## config.mk

```make
export PLATFORM = sky130hd
export DESIGN_NAME = alu_cmd_stage
export DESIGN_NICKNAME = d
export VERILOG_FILES = /design/src/rtl/alu_pkg.sv /design/src/rtl/alu_cmd_stage.sv
export SDC_FILE = /design/constraint.sdc
export NUM_CORES = 1
export LEC_CHECK = 0
export BUFFER_PORTS_ARGS = -buffer_cell sky130_fd_sc_hd__buf_2
export CELL_PAD_IN_SITES_DETAIL_PLACEMENT = 0
export CELL_PAD_IN_SITES_GLOBAL_PLACEMENT = 1
export CORE_MARGIN = 8
export CORE_UTILIZATION = 37
export DETAILED_ROUTE_END_ITERATION = 8
export PLACE_DENSITY = 0.9
export SYNTH_ARGS = -nofsm -noshare
export SYNTH_HDL_FRONTEND = slang
export SYNTH_SLANG_ARGS = --single-unit
export TNS_END_PERCENT = 10
```

## constraint.sdc

```tcl
create_clock -name clk -period 3.3 [get_ports clk]
set_input_delay 0.495 -clock clk [delete_from_list [all_inputs] [get_ports clk]]
set_output_delay 0.495 -clock clk [all_outputs]
set_load 0.005 [all_outputs]
```

## src/rtl/alu_pkg.sv

```systemverilog
// Shared constants for the ALU command stage: operand width, ALU opcodes
// and the stage FSM state encoding.
package alu_pkg;

    localparam int WIDTH = 32;

    localparam logic [2:0] OP_NOT = 3'b000;
    localparam logic [2:0] OP_AND = 3'b001;
    localparam logic [2:0] OP_OR  = 3'b010;
    localparam logic [2:0] OP_XOR = 3'b011;
    localparam logic [2:0] OP_SHL = 3'b100;
    localparam logic [2:0] OP_SHR = 3'b101;
    localparam logic [2:0] OP_CUT = 3'b110;
    localparam logic [2:0] OP_ADD = 3'b111;

    typedef enum logic [1:0] {
        IDLE = 2'd0,
        EXEC = 2'd1,
        RESP = 2'd2
    } state_t;

endpackage

```

## src/rtl/alu_cmd_stage.sv

```systemverilog
// Registered command/response wrapper in front of the combinational 32-bit ALU.
// Define ALU_CMD_CARRY_CHAIN_EN to keep a carry flag for chained multi-word ADDs.
module alu_cmd_stage #(
    parameter int WIDTH = 32
) (
    input  logic             clk,
    input  logic             rst_n,
    input  logic             cmd_valid,
    output logic             cmd_ready,
    input  logic [2:0]       cmd_opcode,
    input  logic [WIDTH-1:0] cmd_a,
    input  logic [WIDTH-1:0] cmd_b,
    input  logic             cmd_cin,
    input  logic             cmd_use_carry,
    output logic [2:0]       alu_opcode,
    output logic [WIDTH-1:0] alu_a,
    output logic [WIDTH-1:0] alu_b,
    output logic             alu_cin,
    input  logic [WIDTH-1:0] alu_result,
    input  logic             alu_cout,
    output logic             rsp_valid,
    input  logic             rsp_ready,
    output logic [WIDTH-1:0] rsp_result,
    output logic             rsp_cout,
    output logic             rsp_zero,
    output logic             carry_flag
);
    import alu_pkg::*;

    state_t state;
    logic   cin_sel;
    logic   accept;
    logic   exec_add;

    assign accept    = (state == IDLE) && cmd_valid;
    assign exec_add  = (state == EXEC) && (alu_opcode == OP_ADD);
    assign cmd_ready = (state == IDLE);
    assign rsp_valid = (state == RESP);

`ifdef ALU_CMD_CARRY_CHAIN_EN
    logic carry_q;

    assign cin_sel    = cmd_use_carry ? carry_q : cmd_cin;
    assign carry_flag = carry_q;

    // Flag moves only on the EXEC->RESP edge of an ADD, ready for the next chained ADD.
    always_ff @(posedge clk or negedge rst_n) begin
        if (!rst_n)
            carry_q <= 1'b0;
        else if (exec_add)
            carry_q <= alu_cout;
    end
`else
    logic unused_use_carry;

    assign unused_use_carry = cmd_use_carry;
    assign cin_sel          = cmd_cin;
    assign carry_flag       = 1'b0;
`endif

    always_ff @(posedge clk or negedge rst_n) begin
        if (!rst_n) begin
            state <= IDLE;
        end else begin
            unique case (state)
                IDLE:    if (cmd_valid) state <= EXEC;
                EXEC:    state <= RESP;
                RESP:    if (rsp_ready) state <= IDLE;
                default: state <= IDLE;
            endcase
        end
    end

    // Operand registers load only on accept so the ALU inputs stay quiet otherwise.
    always_ff @(posedge clk or negedge rst_n) begin
        if (!rst_n) begin
            alu_opcode <= OP_NOT;
            alu_a      <= '0;
            alu_b      <= '0;
            alu_cin    <= 1'b0;
        end else if (accept) begin
            alu_opcode <= cmd_opcode;
            alu_a      <= cmd_a;
            alu_b      <= cmd_b;
            alu_cin    <= cin_sel;
        end
    end

    always_ff @(posedge clk or negedge rst_n) begin
        if (!rst_n) begin
            rsp_result <= '0;
            rsp_cout   <= 1'b0;
            rsp_zero   <= 1'b0;
        end else if (state == EXEC) begin
            rsp_result <= alu_result;
            rsp_cout   <= exec_add & alu_cout;
            rsp_zero   <= (alu_result == '0);
        end
    end

endmodule

```

==> results of run 1 <==
==> cell type report <==
type | instances | area (µm²) | share of cell area, %
Tap cell | 140 | 175 | 3.29
Clock inverter | 6 | 60.1 | 1.13
Sequential cell | 104 | 2600 | 48.9
Inverter | 1 | 3.75 | 0.0705
Multi-Input combinational cell | 121 | 1280 | 24.1
Timing Repair Buffer | 210 | 1070 | 20.1
Clock buffer | 10 | 128 | 2.40
==> placed cells by master, fill, tap and decap left out, drive strengths merged <==
| cell | instances |
|---|---|
| bufinv | 1 |
| nand2 | 2 |
| clkinv | 3 |
| nor2 | 1 |
| and2 | 1 |
| buf | 210 |
| o31ai | 1 |
| nand2b | 2 |
| nor4 | 8 |
| dfrtp | 104 |
| conb | 1 |
| clkbuf | 10 |
| inv | 1 |
| clkinvlp | 2 |
| o21ai | 2 |
| mux2 | 100 |
| nand4 | 3 |
==> power groups by stage <==
stage / sequential, µW / clock, µW / combinational [µW]
after floorplan: 2300 / 0 / 982
after global placement: 2210 / 0 / 1910
after detailed placement: 2250 / 0 / 1970
after CTS: 2230 / 798 / 1970
after global routing: 2320 / 848 / 2080
final: 2230 / 762 / 1910
==> critical path: stages (launching register included) <==
cell     delay, ps
dfrtp_1        400
nor2_1         190
and2_4         790
mux2_2         420
==> kinds of logic after synthesis <==
| group | share of synthesized area, % |
|---|---|
| DFF | 65.2 |
| muxes | 29.1 |
| and+or+nand+nor | 2.54 |
| buffers and inverters | 2.66 |
| AOI/OAI and AO/OA | 0.439 |
| other | 0.0940 |
==> metal layers <==
metal / vias to the layer above / track usage, % / part of all wire [%]
met5: - / 0 / 0
met4: 0 / 6.87 / 2.4
met3: 15 / 3.85 / 7.3
met2: 117 / 22.4 / 49
met1: 1350 / 15.9 / 41
li1: 1263 / - / -
==> worst paths after layout <==
path | startpoint | to | depth (start not counted)
max | state[0] | alu_b[18] | 3
min in group clk | rsp_ready | state[1] | 2
min | rst_n | rsp_result[14] | 1
max in group asynchronous | rst_n | alu_b[19] | 2
min reg2reg | rsp_cout | rsp_cout | 2
max reg2reg | state[0] | alu_b[18] | 3
==> stage by stage <==
stage	instances	power, µW	worst slack (ps)	hold slack (ps)	instance area (µm²)
5_1_grt	592	5240	1200	177	5320
2_1_floorplan	239	3290	1830	199	3990
4_1_cts	592	5000	1270	148	5320
3_3_place_gp	576	4130	1350	457	5130
3_5_place_dp	576	4220	1300	473	5130
6_report	592	4900	1340	140	5320
==> registers in the layout, indices dropped and copies added (netlist names) <==
name and flops:
alu_a 32, alu_b 32, rsp_result 32, alu_opcode 3, state 2, alu_cin 1, rsp_cout 1, rsp_zero 1
==> results.json, run 1 <==
{
  "status": "completed",
  "yosysSeqAreaShare_pct": 65.2,
  "ioPinCount": 211,
  "rsz0062_at_grt": "false",
  "cts_tree": "done",
  "synthCells": 239,
  "die_w_um": 120,
  "numCtsBuffers": 9,
  "synthArstFlopShare_pct": 100,
  "clk_latency_ps": 350,
  "final_max_slew_viol_count": 0,
  "via_per_inst": 4.64,
  "syn_area_per_cell_um2": 16.7,
  "cp_data_required_time_ps": 3540,
  "root_buffer": "clkbuf_8",
  "synth_cell_types": 17,
  "end_kind": "flop",
  "wl_per_cell_um": 16.7,
  "r2r_slack_ps": 1340,
  "p_int_uw": 3410,
  "synth_seq_cells": 104,
  "antenna_found_initial": 0,
  "tightest_slew_ps": 945,
  "switchingPower_uw": 1490,
  "clockBufferDepth": 2,
  "powerDensity_nw_per_um2": 920,
  "peakVddDrop_uv": 680,
  "fin_tns_setup_ps": 0,
  "fin_skew_ps": 12.8,
  "hold_viol_final": 0,
  "area_growth_pct": 33.4,
  "overflow": 0,
  "antenna_left": 0,
  "synth.area.top_cells": "dfrtp_1 (65%), mux2_2 (26%), mux2_4 (3.4%)",
  "drt-initial-drc-count": 127,
  "grt_pass1_wl_mm": 15.6,
  "slew_headroom_pct": 37.0,
  "core_area_um2": 10700,
  "start_util_pct": 37.3,
  "hold_path_class": "in -> async",
  "yosysTopAreaCell": "dfrtp_1",
  "p_seq_share_pct": 45.5,
  "die_y_um": 120,
  "power_frac_comb_pct": 38.9,
  "clkTransAtPathRegs_ps": 100,
  "synth-edff-count": 0,
  "cts_resized": 0,
  "h-tree-depth": 3,
  "synth_nets": 345,
  "globalplace.congestion": 0.745,
  "power.share.clock_pct": 15.6,
  "drive_above_1_share_pct": 72.1,
  "arrival_ps": 2200,
  "period_share_pct": 59.3,
  "setup.worst_path.start_class": "flop",
  "syn_area_um2": 3990,
  "die_area_um2": 14400,
  "fill_cells": 961,
  "synth-main-ff-cell": "dfrtp_1",
  "finish.utilization_pct": 49.8,
  "dp_hpwl_mm": 7.77,
  "rows": 38,
  "via_count": 2745,
  "drt_first_pass_iters": 4,
  "period_minus_slack_ps": 1960,
  "cts_setup_buffers": 0,
  "power_leakage_uw": 0.00260,
  "crit_path_max_fanout": 69,
  "synth_common_cells": "dfrtp_1 (104), mux2_2 (91), mux2_4 (9), nor4_1 (8), buf_4 (6)",
  "cap_viol_max_count": 0,
  "drc_errors": 0,
  "switching_share_pct": 30.4,
  "path_class": "reg -> reg",
  "antenna_cells": 0,
  "synth.most_common_cell": "dfrtp_1",
  "fmax_mhz": 511,
  "grt_start_max_net_pins": 70,
  "yosys_warnings": 0,
  "synth_top_area_share_pct": 65.2,
  "finalWirelength_mm": 9.91,
  "hold_buffers": 0,
  "cts_sinks": 104,
  "grt_pass1_vias": 3045,
  "nets": 553,
  "io_buffers": 208,
  "setup_viol": 0,
  "globalRouteTotalUtil_pct": 13.6
}
(Power assumes the default switching activity.)
==> inputs of run 2 (changes only) <==
--- a/config.mk
+++ b/config.mk
@@ -9,9 +9,9 @@
 export CELL_PAD_IN_SITES_DETAIL_PLACEMENT = 0
 export CELL_PAD_IN_SITES_GLOBAL_PLACEMENT = 1
 export CORE_MARGIN = 8
-export CORE_UTILIZATION = 37
+export CORE_UTILIZATION = 31
 export DETAILED_ROUTE_END_ITERATION = 8
-export PLACE_DENSITY = 0.9
+export PLACE_DENSITY = 0.81
 export SYNTH_ARGS = -nofsm -noshare
 export SYNTH_HDL_FRONTEND = slang
 export SYNTH_SLANG_ARGS = --single-unit
==> constraint.sdc (replaced) <==
create_clock -name clk -period 1.65 [get_ports clk]
set_input_delay 0.2475 -clock clk [delete_from_list [all_inputs] [get_ports clk]]
set_output_delay 0.2475 -clock clk [all_outputs]
set_load 0.005 [all_outputs]
==> run 2 against run 1 <==
Compared with the run above: global-route usage down 1.2 points; final area grew 4.1%; cell count rose by 6.1%; critical path type unchanged; highest routed layer unchanged.
==> results.json, run 2 (synthesized netlist as in run 1, its figures left out) <==
{
  "hold_depth": 2,
  "fmax_mhz": 675,
  "whs_endpoint": "state[1]",
  "cp_data_required_time_ps": 1870,
  "drt_first_pass_iters": 4,
  "globalRouteTotalUtil_pct": 12.3,
  "via_count": 2712,
  "clk_latency_ps": 340,
  "cts_tree": "done",
  "cts_setup_buffers": 0,
  "hold_viol_final": 0,
  "h-tree-depth": 3,
  "fin_tns_setup_ps": 0,
  "crit_path_max_fanout": 39,
  "io_buffers": 208,
  "overflow": 0,
  "reg2reg_depth": 4,
  "antenna_found_initial": 0,
  "globalplace.congestion": 0.751,
  "core_area_um2": 12600,
  "antenna_left": 0,
  "via_per_inst": 4.32,
  "rows": 41,
  "grt_pass1_wl_mm": 16.1,
  "die_y_um": 129,
  "finalWirelength_mm": 10.2,
  "numCtsBuffers": 9,
  "finish.utilization_pct": 43.9,
  "reg2reg_to": "alu_a[0]",
  "die_area_um2": 16800,
  "antenna_cells": 0,
  "arrival_ps": 1700,
  "ioPinCount": 211,
  "switching_share_pct": 29.5,
  "r2r_start": "state[0]",
  "powerDensity_nw_per_um2": 1870,
  "p_int_uw": 7310,
  "period_share_pct": 89.8,
  "fill_cells": 1161,
  "peakVddDrop_uv": 810,
  "end_kind": "flop",
  "switchingPower_uw": 3050,
  "grt_pass1_vias": 3106,
  "fin_skew_ps": 6.57,
  "dp_hpwl_mm": 7.99,
  "root_buffer": "clkbuf_16",
  "path_class": "reg -> reg",
  "status": "completed",
  "r2r_slack_ps": 170,
  "power_frac_comb_pct": 37.9,
  "final_common_cell": "buf_2",
  "drive_above_1_share_pct": 72.1,
  "drt-initial-drc-count": 104,
  "power_leakage_uw": 0.00269,
  "start_util_pct": 31.6,
  "die_w_um": 129,
  "p_seq_share_pct": 42.9,
  "final_cell_mix": "buf_2 (207), dfrtp_1 (104), mux2_2 (91), mux2_4 (9), clkbuf_16 (9)",
  "setup_ws_ps": 169,
  "setup.worst_path.start_class": "flop",
  "wl_per_cell_um": 16.2,
  "rsz0062_at_grt": "false",
  "power.share.clock_pct": 19.1,
  "grt_start_max_net_pins": 55,
  "dp_slack_ps": 147,
  "nets": 558,
  "cap_viol_max_count": 0,
  "period_minus_slack_ps": 1480,
  "largestRegisters": "alu_a (32), alu_b (32), rsp_result (32)",
  "final_max_slew_viol_count": 0,
  "power_uw": 10400,
  "setup_viol": 0,
  "timing.hold.ws_ps": 129,
  "area_growth_pct": 38.8,
  "hold_path_class": "in -> reg",
  "clkTransAtPathRegs_ps": 60,
  "hp-start": "rsp_ready",
  "drc_errors": 0,
  "cts_sinks": 104,
  "clockBufferDepth": 2
}
[run 2: cell types whose count changed in the layout (fill, tap and decap cells not counted), sizes merged]
| cell | before | now |
|---|---|---|
| buf | 210 | 214 |
| clkinvlp | 2 | 1 |
| clkinv | 3 | 2 |
| bufinv | 1 | 0 |
| clkbuf | 10 | 12 |
| dlygate4sd3 | 0 | 1 |
[run 2: area by class of cell]
class	instances	area (µm²)	area share, %
inverter	1	3.75	0.0678
clock buffer	12	256	4.63
tap	172	215	3.89
multi-input combinational	121	1280	23.2
sequential	104	2600	47.0
timing repair buffer	215	1160	21.0
clock inverter	3	17.5	0.316
[run 2: worst max-delay path by stage]
| stage | startpoint | endpoint | slack [ps] | cells after the start |
|---|---|---|---|---|
| floorplan | state[0] | alu_a[13] | 180 | 6 |
| global placement | state[0] | alu_b[21] | 190 | 4 |
| CTS | state[0] | alu_a[12] | 140 | 4 |
| finish | state[0] | alu_a[0] | 170 | 4 |
| detailed placement | state[0] | alu_a[12] | 150 | 4 |
| global route | state[0] | alu_b[17] | 80 | 4 |
[run 2: critical path: stages (launching register included)]
cell and delay, ps:
dfrtp_1 380, nor2_1 160, and2_4 210, buf_12 220, mux2_2 360
[run 2: repair_timing]
item	in CTS	in global routing
hold buffers	1	0
resized for setup	0	0
endpoints found under the hold margin	104	0
[run 2: metrics by stage]
| stage | std cells | instance area (µm²) |
|---|---|---|
| floorplan | 239 | 3990 |
| global placement | 612 | 5260 |
| detailed placement | 612 | 5260 |
| CTS | 628 | 5540 |
| global route | 628 | 5540 |
| finish | 628 | 5540 |
[run 2: power groups by stage]
| stage | sequential (µW) | combinational, µW | clock [µW] |
|---|---|---|---|
| after floorplan | 4610 | 1960 | 0 |
| after global placement | 4430 | 3970 | 0 |
| after detailed placement | 4490 | 4070 | 0 |
| after CTS | 4470 | 4060 | 2080 |
| after global routing | 4640 | 4300 | 2180 |
| final | 4450 | 3930 | 1990 |
[run 2: metal layers]
| layer | wire, µm | up-vias | GRT usage (%) |
|---|---|---|---|
| met5 | 0 | - | 0 |
| met4 | 225 | 0 | 6.42 |
| met3 | 985 | 13 | 4.40 |
| met2 | 4990 | 114 | 20.3 |
| met1 | 3980 | 1319 | 13.8 |
| li1 | - | 1266 | - |
==> inputs of run 3 (changes only) <==
--- a/config.mk
+++ b/config.mk
@@ -5,12 +5,12 @@
 export SDC_FILE = /design/constraint.sdc
 export NUM_CORES = 1
 export LEC_CHECK = 0
-export BUFFER_PORTS_ARGS = -buffer_cell sky130_fd_sc_hd__buf_2
 export CELL_PAD_IN_SITES_DETAIL_PLACEMENT = 0
 export CELL_PAD_IN_SITES_GLOBAL_PLACEMENT = 1
 export CORE_MARGIN = 8
-export CORE_UTILIZATION = 31
+export CORE_UTILIZATION = 44
 export DETAILED_ROUTE_END_ITERATION = 8
+export DONT_BUFFER_PORTS = 1
 export PLACE_DENSITY = 0.81
 export SYNTH_ARGS = -nofsm -noshare
 export SYNTH_HDL_FRONTEND = slang
==> run 3 against run 2 <==
Compared with the run above: the run now ends with negative hold slack left; clock-buffer cell count shrank 2; via count shrank 27%; register-to-register slack is essentially flat; critical endpoint is now alu_b[29]; largest power group unchanged.
==> results.json, run 3 (synthesized netlist as in run 1, its figures left out) <==
{
  "status": "finished, violations left",
  "violations": "negative hold slack",
  "crit_path_max_fanout": 34,
  "globalRouteTotalUtil_pct": 13.8,
  "fin_skew_ps": 5.76,
  "place_area_um2": 4110,
  "hold_viol_final": 104,
  "grt_pass1_wl_mm": 13.5,
  "die_w_um": 111,
  "cts_setup_buffers": 0,
  "cts_tree": "done",
  "die_y_um": 111,
  "cts_sinks": 104,
  "powerDensity_nw_per_um2": 1980,
  "grt_start_max_net_pins": 105,
  "fin_tns_setup_ps": 0,
  "grt_pass1_vias": 2153,
  "antenna_left": 0,
  "final_max_slew_viol_count": 0,
  "setup.worst_path.start_class": "flop",
  "clockBufferDepth": 2,
  "wl_per_cell_um": 23.8,
  "p_seq_share_pct": 57.1,
  "power_frac_comb_pct": 25.6,
  "globalplace.congestion": 0.719,
  "cts_resized": 0,
  "area_growth_pct": 9.25,
  "fmax_mhz": 672,
  "drt_first_pass_iters": 3,
  "setup_viol": 0,
  "h-tree-depth": 3,
  "dp_hpwl_mm": 6.66,
  "arrival_ps": 1720,
  "hold_path_class": "in -> async",
  "rows": 34,
  "finalWirelength_mm": 8.63,
  "switching_share_pct": 30.1,
  "peakVddDrop_uv": 815,
  "switchingPower_uw": 2600,
  "timing.hold.ws_ps": -412,
  "cp_data_required_time_ps": 1880,
  "finish.utilization_pct": 49.8,
  "clkTransAtPathRegs_ps": 90,
  "final_cell_mix": "dfrtp_1 (104), mux2_2 (91), mux2_4 (9), clkbuf_8 (9), nor4_1 (8)",
  "drt-initial-drc-count": 96,
  "start_util_pct": 45.5,
  "root_buffer": "clkbuf_8",
  "period_minus_slack_ps": 1490,
  "overflow": 0,
  "cap_viol_max_count": 0,
  "numCtsBuffers": 9,
  "finalInstanceArea_um2": 4360,
  "die_area_um2": 12400,
  "power_leakage_uw": 0.00183,
  "nets": 356,
  "power.share.clock_pct": 17.3,
  "hold_buffers": 1,
  "via_per_inst": 5.44,
  "drc_errors": 0,
  "period_share_pct": 90.2,
  "path_class": "reg -> reg",
  "final_common_cell": "dfrtp_1",
  "largestRegisters": "alu_a (32), alu_b (32), rsp_result (32)",
  "rsz0062_at_grt": "false",
  "stdcell_count": 362,
  "end_kind": "flop",
  "core_area_um2": 8760,
  "io_buffers": 0,
  "via_count": 1968,
  "p_int_uw": 6030,
  "place_inst": 341,
  "ioPinCount": 211,
  "antenna_found_initial": 0,
  "drive_above_1_share_pct": 48.0,
  "antenna_cells": 0,
  "clk_latency_ps": 340
}
run 3: cell count changes in the layout (fill, tap and decap cells not counted), sizes merged:
cell	delta
buf	-207
dlygate4sd3	+5
clkbuf	-2
bufinv	+1
clkinvlp	+1
run 3: cell type report:
class / count / area (µm²)
Fill cell: 740 / 4400
Sequential cell: 104 / 2600
Multi-Input combinational cell: 121 / 1280
Timing Repair Buffer: 13 / 150
Tap cell: 108 / 135
Clock buffer: 10 / 128
Clock inverter: 5 / 58.8
Inverter: 1 / 3.75
run 3: final timing paths:
path                       slack [ps]       from            end  cells past startpoint
setup / recovery                  160   state[0]      alu_b[29]                      4
hold / removal                   -410      rst_n       alu_a[6]                      0
setup reg to reg                  160   state[0]      alu_b[29]                      4
hold reg to reg                   530   rsp_zero       rsp_zero                      2
max in group asynchronous        1930      rst_n  rsp_result[3]                      0
min in group clk                   40  cmd_a[17]      alu_a[17]                      1
run 3: critical path: stages, from the launching register on:
cell,delay [ps]
dfrtp_1,390
nor2_1,160
and2_4,230
buf_12,210
mux2_2,360
run 3: per-layer routing:
| layer | routed length [µm] | GRT usage [%] | share of wire [%] |
|---|---|---|---|
| met5 | 0 | 0 | 0 |
| met4 | 114 | 4.27 | 1.3 |
| met3 | 714 | 6.39 | 8.3 |
| met2 | 4820 | 24.3 | 56 |
| met1 | 2970 | 14.2 | 34 |
run 3: metrics by stage:
step                setup slack [ps]  power (µW)
floorplan                        176        6570
finish                           162        8630
detailed placement               140        7290
global route                    34.3        9180
global placement                 143        7160
CTS                              122        8820
run 3: power by group through the flow:
stage	clock network (µW)	logic [µW]	registers (µW)
final	1490	2210	4930
after global routing	1670	2410	5100
after CTS	1570	2250	5010
after detailed placement	0	2250	5040
after global placement	0	2140	5020
after floorplan	0	1960	4610
